===== src/rtl/ppi_strobed_io_if.sv =====
// rtl/ppi_strobed_io_if.sv - CPU-side register bus of the strobed PPI
interface ppi_strobed_io_if #(
  parameter int PW = 8
);
  logic          cs_n;
  logic          rd_n;
  logic          wr_n;
  logic [1:0]    a;
  logic [PW-1:0] data_in;
  logic [PW-1:0] data_out;
  logic          data_oe;

  modport master (
    output cs_n, rd_n, wr_n, a, data_in,
    input  data_out, data_oe
  );

  modport slave (
    input  cs_n, rd_n, wr_n, a, data_in,
    output data_out, data_oe
  );
endinterface


===== src/rtl/ppi_strobed_io.sv =====
// rtl/ppi_strobed_io.sv - PPI ports A/B/C with mode 1 strobed handshakes, BSR, interrupts; PPI_SYNC_EN adds pin synchronisers
module ppi_strobed_io #(
  parameter int PW          = 8,
  parameter int SYNC_STAGES = 2
) (
  input  logic            clk_i,
  input  logic            rst_n_i,
  ppi_strobed_io_if.slave bus,
  input  logic [PW-1:0]   pa_i,
  output logic [PW-1:0]   pa_o,
  output logic            pa_oe_o,
  input  logic [PW-1:0]   pb_i,
  output logic [PW-1:0]   pb_o,
  output logic            pb_oe_o,
  input  logic [PW-1:0]   pc_i,
  output logic [PW-1:0]   pc_o,
  output logic [PW-1:0]   pc_oe_o,
  output logic            intr_a_o,
  output logic            intr_b_o
);
  localparam int BW = $clog2(PW);
  localparam logic [BW-1:0] IDX_PC2 = BW'(2);
  localparam logic [BW-1:0] IDX_PC4 = BW'(4);
  localparam logic [BW-1:0] IDX_PC6 = BW'(6);

  typedef enum logic {S_EMPTY, S_FULL} hs_state_e;

  if (!(PW == 8 || PW == 16) || SYNC_STAGES < 1) begin : g_bad_param
    $error("ppi_strobed_io: PW must be 8 or 16 and SYNC_STAGES at least 1");
  end

  logic          wr_q, wr_prev_q, rd_q, rd_prev_q, data_oe_q;
  logic [1:0]    a_q, rd_a_q;
  logic [PW-1:0] din_q, dout_q;
  logic [7:0]    ctrl_q;
  logic [PW-1:0] pa_out_q, pb_out_q, pc_out_q, pa_lat_q, pb_lat_q;
  logic [2:0]    hs_d_q;
  hs_state_e     st_a_q, st_b_q;
  logic          intr_a_q, intr_b_q, inte_a_q, inte_b_q;
  logic [PW-1:0] pa_s, pb_s, pc_s;

`ifdef PPI_SYNC_EN
  logic [3*PW-1:0] sync_q [SYNC_STAGES];

  // Pin synchroniser: all three ports move together so latched data stays aligned with its strobe
  always_ff @(posedge clk_i or negedge rst_n_i) begin
    if (!rst_n_i) begin
      for (int i = 0; i < SYNC_STAGES; i++) sync_q[i] <= '0;
    end else begin
      sync_q[0] <= {pc_i, pb_i, pa_i};
      for (int i = 1; i < SYNC_STAGES; i++) sync_q[i] <= sync_q[i-1];
    end
  end
  assign {pc_s, pb_s, pa_s} = sync_q[SYNC_STAGES-1];
`else
  assign pa_s = pa_i;
  assign pb_s = pb_i;
  assign pc_s = pc_i;
`endif

  // Control word decode
  logic mode1_a, a_in, pcu_in, mode1_b, b_in, pcl_in;
  assign mode1_a = (ctrl_q[6:5] == 2'b01);
  assign a_in    = ctrl_q[4];
  assign pcu_in  = ctrl_q[3];
  assign mode1_b = ctrl_q[2];
  assign b_in    = ctrl_q[1];
  assign pcl_in  = ctrl_q[0];

  // Bus events: a write commits on the first qualified cycle, read side effects on the trailing one
  logic wr_commit, rd_lead, rd_trail, ctrl_wr, mode_set, bsr, port_wr_a, port_wr_b;
  logic rd_trail_a, rd_trail_b;
  logic [BW-1:0] bsr_idx;
  assign wr_commit  = wr_q & ~wr_prev_q;
  assign rd_lead    = rd_q & ~rd_prev_q;
  assign rd_trail   = ~rd_q & rd_prev_q;
  assign ctrl_wr    = wr_commit && (a_q == 2'b11);
  assign mode_set   = ctrl_wr & din_q[7];
  assign bsr        = ctrl_wr & ~din_q[7];
  assign bsr_idx    = din_q[BW:1];
  assign port_wr_a  = wr_commit && (a_q == 2'b00);
  assign port_wr_b  = wr_commit && (a_q == 2'b01);
  assign rd_trail_a = rd_trail && (rd_a_q == 2'b00);
  assign rd_trail_b = rd_trail && (rd_a_q == 2'b01);

  // Handshake pin edges; group A uses STB on PC4 when input, ACK on PC6 when output
  logic hs_a_s, hs_a_d, hs_a_fall, hs_a_rise, hs_b_fall, hs_b_rise;
  assign hs_a_s    = a_in ? pc_s[4] : pc_s[6];
  assign hs_a_d    = a_in ? hs_d_q[1] : hs_d_q[2];
  assign hs_a_fall = ~hs_a_s & hs_a_d;
  assign hs_a_rise = hs_a_s & ~hs_a_d;
  assign hs_b_fall = ~pc_s[2] & hs_d_q[0];
  assign hs_b_rise = pc_s[2] & ~hs_d_q[0];

  // Status bits derived from the handshake state of each group
  logic ibf_a, obf_a_n, ibf_b, obf_b_n;
  assign ibf_a   = a_in & (st_a_q == S_FULL);
  assign obf_a_n = ~(~a_in & (st_a_q == S_FULL));
  assign ibf_b   = b_in & (st_b_q == S_FULL);
  assign obf_b_n = ~(~b_in & (st_b_q == S_FULL));

  // Port C output/readback/enable with mode 1 status bits overlaid on their pin positions
  logic [PW-1:0] pc_view, pc_rd, pc_oe;
  always_comb begin
    pc_view = pc_out_q;
    pc_rd   = pc_s;
    pc_oe   = {{(PW-4){~pcu_in}}, {4{~pcl_in}}};
    if (mode1_a) begin
      pc_view[3] = intr_a_q;
      pc_view[5] = ibf_a;
      pc_view[7] = obf_a_n;
      pc_rd[3]   = intr_a_q;
      pc_rd[5]   = ibf_a;
      pc_rd[7]   = obf_a_n;
      pc_oe[7:3] = 5'b10101;
    end
    if (mode1_b) begin
      pc_view[0] = intr_b_q;
      pc_view[1] = b_in ? ibf_b : obf_b_n;
      pc_rd[0]   = intr_b_q;
      pc_rd[1]   = b_in ? ibf_b : obf_b_n;
      pc_oe[2:0] = 3'b011;
    end
  end

  // Read data selection; mode 1 input ports return the strobed latch instead of the pins
  logic [PW-1:0] rd_mux;
  always_comb begin
    rd_mux = '0;
    case (a_q)
      2'b00:   rd_mux = (mode1_a & a_in) ? pa_lat_q : pa_s;
      2'b01:   rd_mux = (mode1_b & b_in) ? pb_lat_q : pb_s;
      2'b10:   rd_mux = pc_rd;
      default: rd_mux[7:0] = ctrl_q;
    endcase
  end

  // Bus capture, register writes, and both groups' EMPTY/FULL handshake machines
  always_ff @(posedge clk_i or negedge rst_n_i) begin
    if (!rst_n_i) begin
      wr_q <= 1'b0; wr_prev_q <= 1'b0; rd_q <= 1'b0; rd_prev_q <= 1'b0; data_oe_q <= 1'b0;
      a_q <= '0; rd_a_q <= '0; din_q <= '0; dout_q <= '0;
      ctrl_q <= 8'h9B;
      pa_out_q <= '0; pb_out_q <= '0; pc_out_q <= '0; pa_lat_q <= '0; pb_lat_q <= '0;
      hs_d_q <= '0;
      st_a_q <= S_EMPTY; st_b_q <= S_EMPTY;
      intr_a_q <= 1'b0; intr_b_q <= 1'b0; inte_a_q <= 1'b0; inte_b_q <= 1'b0;
    end else begin
      wr_q      <= ~bus.cs_n & ~bus.wr_n & bus.rd_n;
      rd_q      <= ~bus.cs_n & ~bus.rd_n & bus.wr_n;
      wr_prev_q <= wr_q;
      rd_prev_q <= rd_q;
      a_q       <= bus.a;
      din_q     <= bus.data_in;
      data_oe_q <= rd_q;
      hs_d_q    <= {pc_s[6], pc_s[4], pc_s[2]};
      if (rd_lead) begin
        dout_q <= rd_mux;
        rd_a_q <= a_q;
      end
      if (mode_set) begin
        ctrl_q   <= din_q[7:0];
        pa_out_q <= '0; pb_out_q <= '0; pc_out_q <= '0;
        st_a_q   <= S_EMPTY; st_b_q <= S_EMPTY;
        intr_a_q <= 1'b0; intr_b_q <= 1'b0; inte_a_q <= 1'b0; inte_b_q <= 1'b0;
      end else begin
        if (bsr) begin
          if (mode1_a && bsr_idx == (a_in ? IDX_PC4 : IDX_PC6)) inte_a_q <= din_q[0];
          else if (mode1_b && bsr_idx == IDX_PC2)               inte_b_q <= din_q[0];
          else                                                   pc_out_q[bsr_idx] <= din_q[0];
        end
        if (port_wr_a) pa_out_q <= din_q;
        if (port_wr_b) pb_out_q <= din_q;
        if (mode1_a) begin
          if (a_in) begin
            if (hs_a_rise && st_a_q == S_FULL && inte_a_q) intr_a_q <= 1'b1;
            if (rd_trail_a) begin st_a_q <= S_EMPTY; intr_a_q <= 1'b0; end
            if (hs_a_fall)  begin st_a_q <= S_FULL;  pa_lat_q <= pa_s; end
          end else begin
            if (hs_a_rise && st_a_q == S_EMPTY && inte_a_q) intr_a_q <= 1'b1;
            if (hs_a_fall) st_a_q <= S_EMPTY;
            if (port_wr_a) begin st_a_q <= S_FULL; intr_a_q <= 1'b0; end
          end
        end
        if (mode1_b) begin
          if (b_in) begin
            if (hs_b_rise && st_b_q == S_FULL && inte_b_q) intr_b_q <= 1'b1;
            if (rd_trail_b) begin st_b_q <= S_EMPTY; intr_b_q <= 1'b0; end
            if (hs_b_fall)  begin st_b_q <= S_FULL;  pb_lat_q <= pb_s; end
          end else begin
            if (hs_b_rise && st_b_q == S_EMPTY && inte_b_q) intr_b_q <= 1'b1;
            if (hs_b_fall) st_b_q <= S_EMPTY;
            if (port_wr_b) begin st_b_q <= S_FULL; intr_b_q <= 1'b0; end
          end
        end
      end
    end
  end

  assign bus.data_out = dout_q;
  assign bus.data_oe  = data_oe_q;
  assign pa_o         = pa_out_q;
  assign pa_oe_o      = ~a_in;
  assign pb_o         = pb_out_q;
  assign pb_oe_o      = ~b_in;
  assign pc_o         = pc_view;
  assign pc_oe_o      = pc_oe;
  assign intr_a_o     = intr_a_q;
  assign intr_b_o     = intr_b_q;
endmodule

===== src/flat_wrapper.sv =====
// flat-port wrapper written by rule: the top's interface ports become plain ports
module ppi_strobed_io_flat 
#(
  parameter int PW          = 8,
  parameter int SYNC_STAGES = 2
)
  (clk_i, rst_n_i, pa_i, pa_o, pa_oe_o, pb_i, pb_o, pb_oe_o, pc_i, pc_o, pc_oe_o, intr_a_o, intr_b_o, bus_cs_n, bus_rd_n, bus_wr_n, bus_a, bus_data_in, bus_data_out, bus_data_oe);
  ppi_strobed_io_if #(.PW(PW)) bus_i ();
  input  logic clk_i;
  input  logic rst_n_i;
  input  logic [PW-1:0] pa_i;
  output logic [PW-1:0] pa_o;
  output logic pa_oe_o;
  input  logic [PW-1:0] pb_i;
  output logic [PW-1:0] pb_o;
  output logic pb_oe_o;
  input  logic [PW-1:0] pc_i;
  output logic [PW-1:0] pc_o;
  output logic [PW-1:0] pc_oe_o;
  output logic intr_a_o;
  output logic intr_b_o;
  input wire logic [$bits(bus_i.cs_n)-1:0] bus_cs_n;
  input wire logic [$bits(bus_i.rd_n)-1:0] bus_rd_n;
  input wire logic [$bits(bus_i.wr_n)-1:0] bus_wr_n;
  input wire logic [$bits(bus_i.a)-1:0] bus_a;
  input wire logic [$bits(bus_i.data_in)-1:0] bus_data_in;
  output wire logic [$bits(bus_i.data_out)-1:0] bus_data_out;
  output wire logic [$bits(bus_i.data_oe)-1:0] bus_data_oe;
  assign bus_i.cs_n = bus_cs_n;
  assign bus_i.rd_n = bus_rd_n;
  assign bus_i.wr_n = bus_wr_n;
  assign bus_i.a = bus_a;
  assign bus_i.data_in = bus_data_in;
  assign bus_data_out = bus_i.data_out;
  assign bus_data_oe = bus_i.data_oe;
  ppi_strobed_io #(.PW(PW), .SYNC_STAGES(SYNC_STAGES)) u_core (.clk_i(clk_i), .rst_n_i(rst_n_i), .bus(bus_i), .pa_i(pa_i), .pa_o(pa_o), .pa_oe_o(pa_oe_o), .pb_i(pb_i), .pb_o(pb_o), .pb_oe_o(pb_oe_o), .pc_i(pc_i), .pc_o(pc_o), .pc_oe_o(pc_oe_o), .intr_a_o(intr_a_o), .intr_b_o(intr_b_o));
endmodule

===== config.mk =====
export PLATFORM = sky130hd
export DESIGN_NAME = ppi_strobed_io_flat
export DESIGN_NICKNAME = d
export VERILOG_FILES = /design/src/rtl/ppi_strobed_io_if.sv /design/src/rtl/ppi_strobed_io.sv /design/src/flat_wrapper.sv
export SDC_FILE = /design/constraint.sdc
export NUM_CORES = 1
export LEC_CHECK = 0
export CAP_MARGIN = 20
export CORE_MARGIN = 5
export CORE_UTILIZATION = 32
export DETAILED_ROUTE_END_ITERATION = 8
export GPL_ROUTABILITY_DRIVEN = 0
export PLACE_DENSITY = 0.61
export REMOVE_ABC_BUFFERS = 1
export SLEW_MARGIN = 20
export SYNTH_ARGS = -nofsm -noshare
export SYNTH_HDL_FRONTEND = slang
export SYNTH_SLANG_ARGS = --single-unit

===== constraint.sdc =====
create_clock -name clk_i -period 3.73 [get_ports clk_i]
set_clock_uncertainty 0.15 [all_clocks]
set_input_delay 0.746 -clock clk_i [delete_from_list [all_inputs] [get_ports clk_i]]
set_output_delay 0.746 -clock clk_i [all_outputs]
set_load 0.05 [all_outputs]

==> flow_metrics.env <==
export IMPL_setup_worst_path_class="flip-flop to output pin"
export IMPL_wl_per_cell_um=17.7
export IMPL_ant_nets=0
export IMPL_start_util_pct=32.3
export IMPL_cts_resized=0
export IMPL_cts_tree="built"
export IMPL_period_minus_slack_ns=3.26
export IMPL_holdBufCountCts=0
export IMPL_synth_top_area_share_pct=49.4
export IMPL_grt_setup_unrepaired="no"
export IMPL_maxCapViolCount=0
export IMPL_utilization_pct=42.5
export IMPL_cp_data_required_time_ns=2.83
export IMPL_synthArstFlopShare_pct=100
export IMPL_grt_pass1_vias=3220
export IMPL_critPathLaunchType="flip-flop"
export IMPL_die_y_um=120
export IMPL_ys_warn_count=0
export IMPL_fin_setup_tns_ns=0
export IMPL_period_share_pct=87.4
export IMPL_synth_distinct_cells=55
export IMPL_fp_row_count=40
export IMPL_cts_root_buf="clkbuf_16"
export IMPL_clk_pin_slew_worst_paths_ns=0.06
export IMPL_worst_slew_pin_slew_ns=0.979
export IMPL_yosys_register_bits=81
export IMPL_wl_met3_um=474
export IMPL_finalSetupViolCount=0
export IMPL_antenna_found_initial=0
export IMPL_n_antenna_cell=0
export IMPL_crit_arrival_ns=2.36
export IMPL_drtIter0Drc=199
export IMPL_syn_avg_cell_area_um2=10.5
export IMPL_crit_path_end_kind="output pin"
export IMPL_wl_met1_um=4710
export IMPL_clock_sinks=81
export IMPL_dieArea_um2=14300
export IMPL_p_leak_nw=2.15
export IMPL_place_hpwl_um=7570
export IMPL_grt_pass1_wl_um=17400
export IMPL_dp_cells=574
export IMPL_numCtsBuffers=9
export IMPL_pre_cts_ws_ns=0.863
export IMPL_via_per_inst=5.19
export IMPL_nets=477
export IMPL_drtPass1Iterations=5
export IMPL_finalHoldViolCount=0
export IMPL_cts_max_level=3
export IMPL_cts_setup_buffers=0
export IMPL_synthTopCellsByArea="dfrtp_1 49%, mux2_2 9.4%, nand2_1 6.1%, dfstp_2 3.4%, a21oi_1 3.1%"
export IMPL_synthCells=367
export IMPL_worstPathMaxFanout=8
export IMPL_status="complete, no violations"
export IMPL_cts_max_path_buffers=2
export IMPL_pin_count=84
export IMPL_vias=3061
export IMPL_p_per_area_nw_per_um2=582
export IMPL_synth_area_um2=3850
export IMPL_synth_edff_count=0
export IMPL_synth_top_cell_by_area="dfrtp_1"
export IMPL_core_area_um2=11900
export IMPL_holdCritPathClass="input port to asynchronous set/reset pin"
export IMPL_finalPower_w=0.00295
export IMPL_max_slew_margin_pct=34.5
export IMPL_drt_total_wl_um=10400
export IMPL_stdcell_count=590
export IMPL_track_usage_pct=15.3
export IMPL_yosysSeqAreaShare_pct=52.8
export IMPL_grt_max_degree=82
export IMPL_insertion_delay_ns=0.33
export IMPL_layout_drive_gt1_share_pct=15.1
export IMPL_wl_met2_um=5100
export IMPL_portBuffers=83
export IMPL_overflow=0
export IMPL_dieWidth_um=120
export IMPL_drc=0
export IMPL_synth_main_ff_cell="dfrtp_1"
export IMPL_fmax_mhz=307
export IMPL_ir_drop_mv=0.276
export IMPL_area_delta_synth_final_pct=31.5
export IMPL_timing_final_ws_setup_ns=0.470
export IMPL_drv_slew=0
export IMPL_top_layer_used="met4"
[cells in the mapped netlist, types with 2 or more instances]
master	instances
a211oi_1	6
a21oi_1	24
a22oi_1	4
a311oi_1	2
a31oi_1	3
a32o_1	2
and2_1	2
and3_1	3
buf_1	2
buf_2	7
buf_4	6
clkbuf_1	12
dfrtp_1	76
dfstp_2	5
inv_1	9
mux2_2	32
mux2i_1	11
nand2_1	63
nand2b_1	5
nand3_1	6
nand4_1	4
nand4b_1	4
nor2_1	16
nor2b_1	6
nor3_1	2
nor3_4	2
nor3b_1	2
o21ai_0	19
o22ai_1	3
o311a_1	3
o32a_1	2
[cells by family after synthesis]
group	count (synthesis)	synth area share, %
multiplexers	43	12.2
flip-flops	81	52.8
XOR/XNOR	2	0.455
buffers and inverters	37	4.61
AND/OR/NAND/NOR	128	17.3
AO/OA/AOI/OAI	76	12.6
[power breakdown]
part           switching, W  leakage, nW  total (W)  internal (W)
combinational      0.000569        0.997   0.000908      0.000338
sequential         0.000124         1.01    0.00115       0.00102
clock              0.000369        0.146   0.000893      0.000524
total               0.00106         2.15    0.00295       0.00189
[per-layer routing]
layer | vias to the layer above | track usage (%)
li1 | 1440 | -
met1 | 1538 | 20.7
met2 | 72 | 24.8
met3 | 11 | 3.35
met4 | 0 | 4.44
met5 | - | 0
[path summary, 6_finish.rpt]
check | cells past startpoint | slack (ns) | endpoint | start
worst min register to register | 0 | 0.33 | u_core.rd_prev_q | u_core.rd_q
worst max-delay path | 4 | 0.47 | pc_o[3] | u_core.ctrl_q[5]
min in group clk_i | 0 | 0.33 | u_core.rd_prev_q | u_core.rd_q
max in group asynchronous | 1 | 2.60 | u_core.pc_out_q[7] | rst_n_i
worst max register to register | 4 | 1.50 | u_core.ctrl_q[0] | u_core.wr_prev_q
worst min-delay path | 1 | 0.25 | u_core.din_q[3] | rst_n_i
[per-stage QoR]
stage	cell area, um2	hold slack [ns]
after global routing	5060	0.334
final	5060	0.253
after floorplan	3710	0.243
after CTS	5060	0.317
after global placement	4760	0.297
after detailed placement	4760	0.303
[state kept, by name, indices dropped and copies added (netlist names)]
register and count:
u_core.a_q 2, u_core.pa_lat_q 8, u_core.intr_a_o 1, u_core.intr_b_o 1, u_core.st_a_q 1, u_core.hs_d_q 3
u_core.inte_a_q 1, u_core.wr_prev_q 1, u_core.st_b_q 1, u_core.rd_prev_q 1, u_core.pb_o 8, u_core.pb_lat_q 8
u_core.rd_q 1, u_core.pa_o 8, u_core.din_q 8, u_core.bus.data_out 8, u_core.wr_q 1, u_core.inte_b_q 1
u_core.rd_a_q 2, u_core.ctrl_q 8, u_core.pc_out_q 8
[layout make-up]
cell class	instances	area, um2
clock buffer	9	225
clock inverter	7	77.6
inverter	9	33.8
multi-input combinational	249	1640
sequential	81	2030
fill	1159	6850
tap	147	184
timing repair buffer	88	870
[cells in the final DEF (no fill, tap or decap), types with 3 or more instances in the layout]
cell,instances
o21ai_0,19
nand2_1,63
inv_1,9
nand2b_1,5
clkdlybuf4s50_1,82
nand4_1,4
nand3_1,6
buf_4,5
a211oi_1,6
nand4b_1,4
a21oi_1,24
and3_1,3
dfstp_2,5
a31oi_1,3
clkbuf_16,9
o22ai_1,3
o311a_1,3
mux2i_1,11
nor2b_1,6
a22oi_1,4
mux2_2,32
dfrtp_1,76
nor2_1,16
[critical path, cell delays in order (launching register included)]
cell             delay, ns
dfrtp_1               0.44
nor2b_1               0.49
nand2_1               0.18
nand2_1               0.09
clkdlybuf4s50_1       0.82
Note: power is estimated with default switching activity, not from simulation.
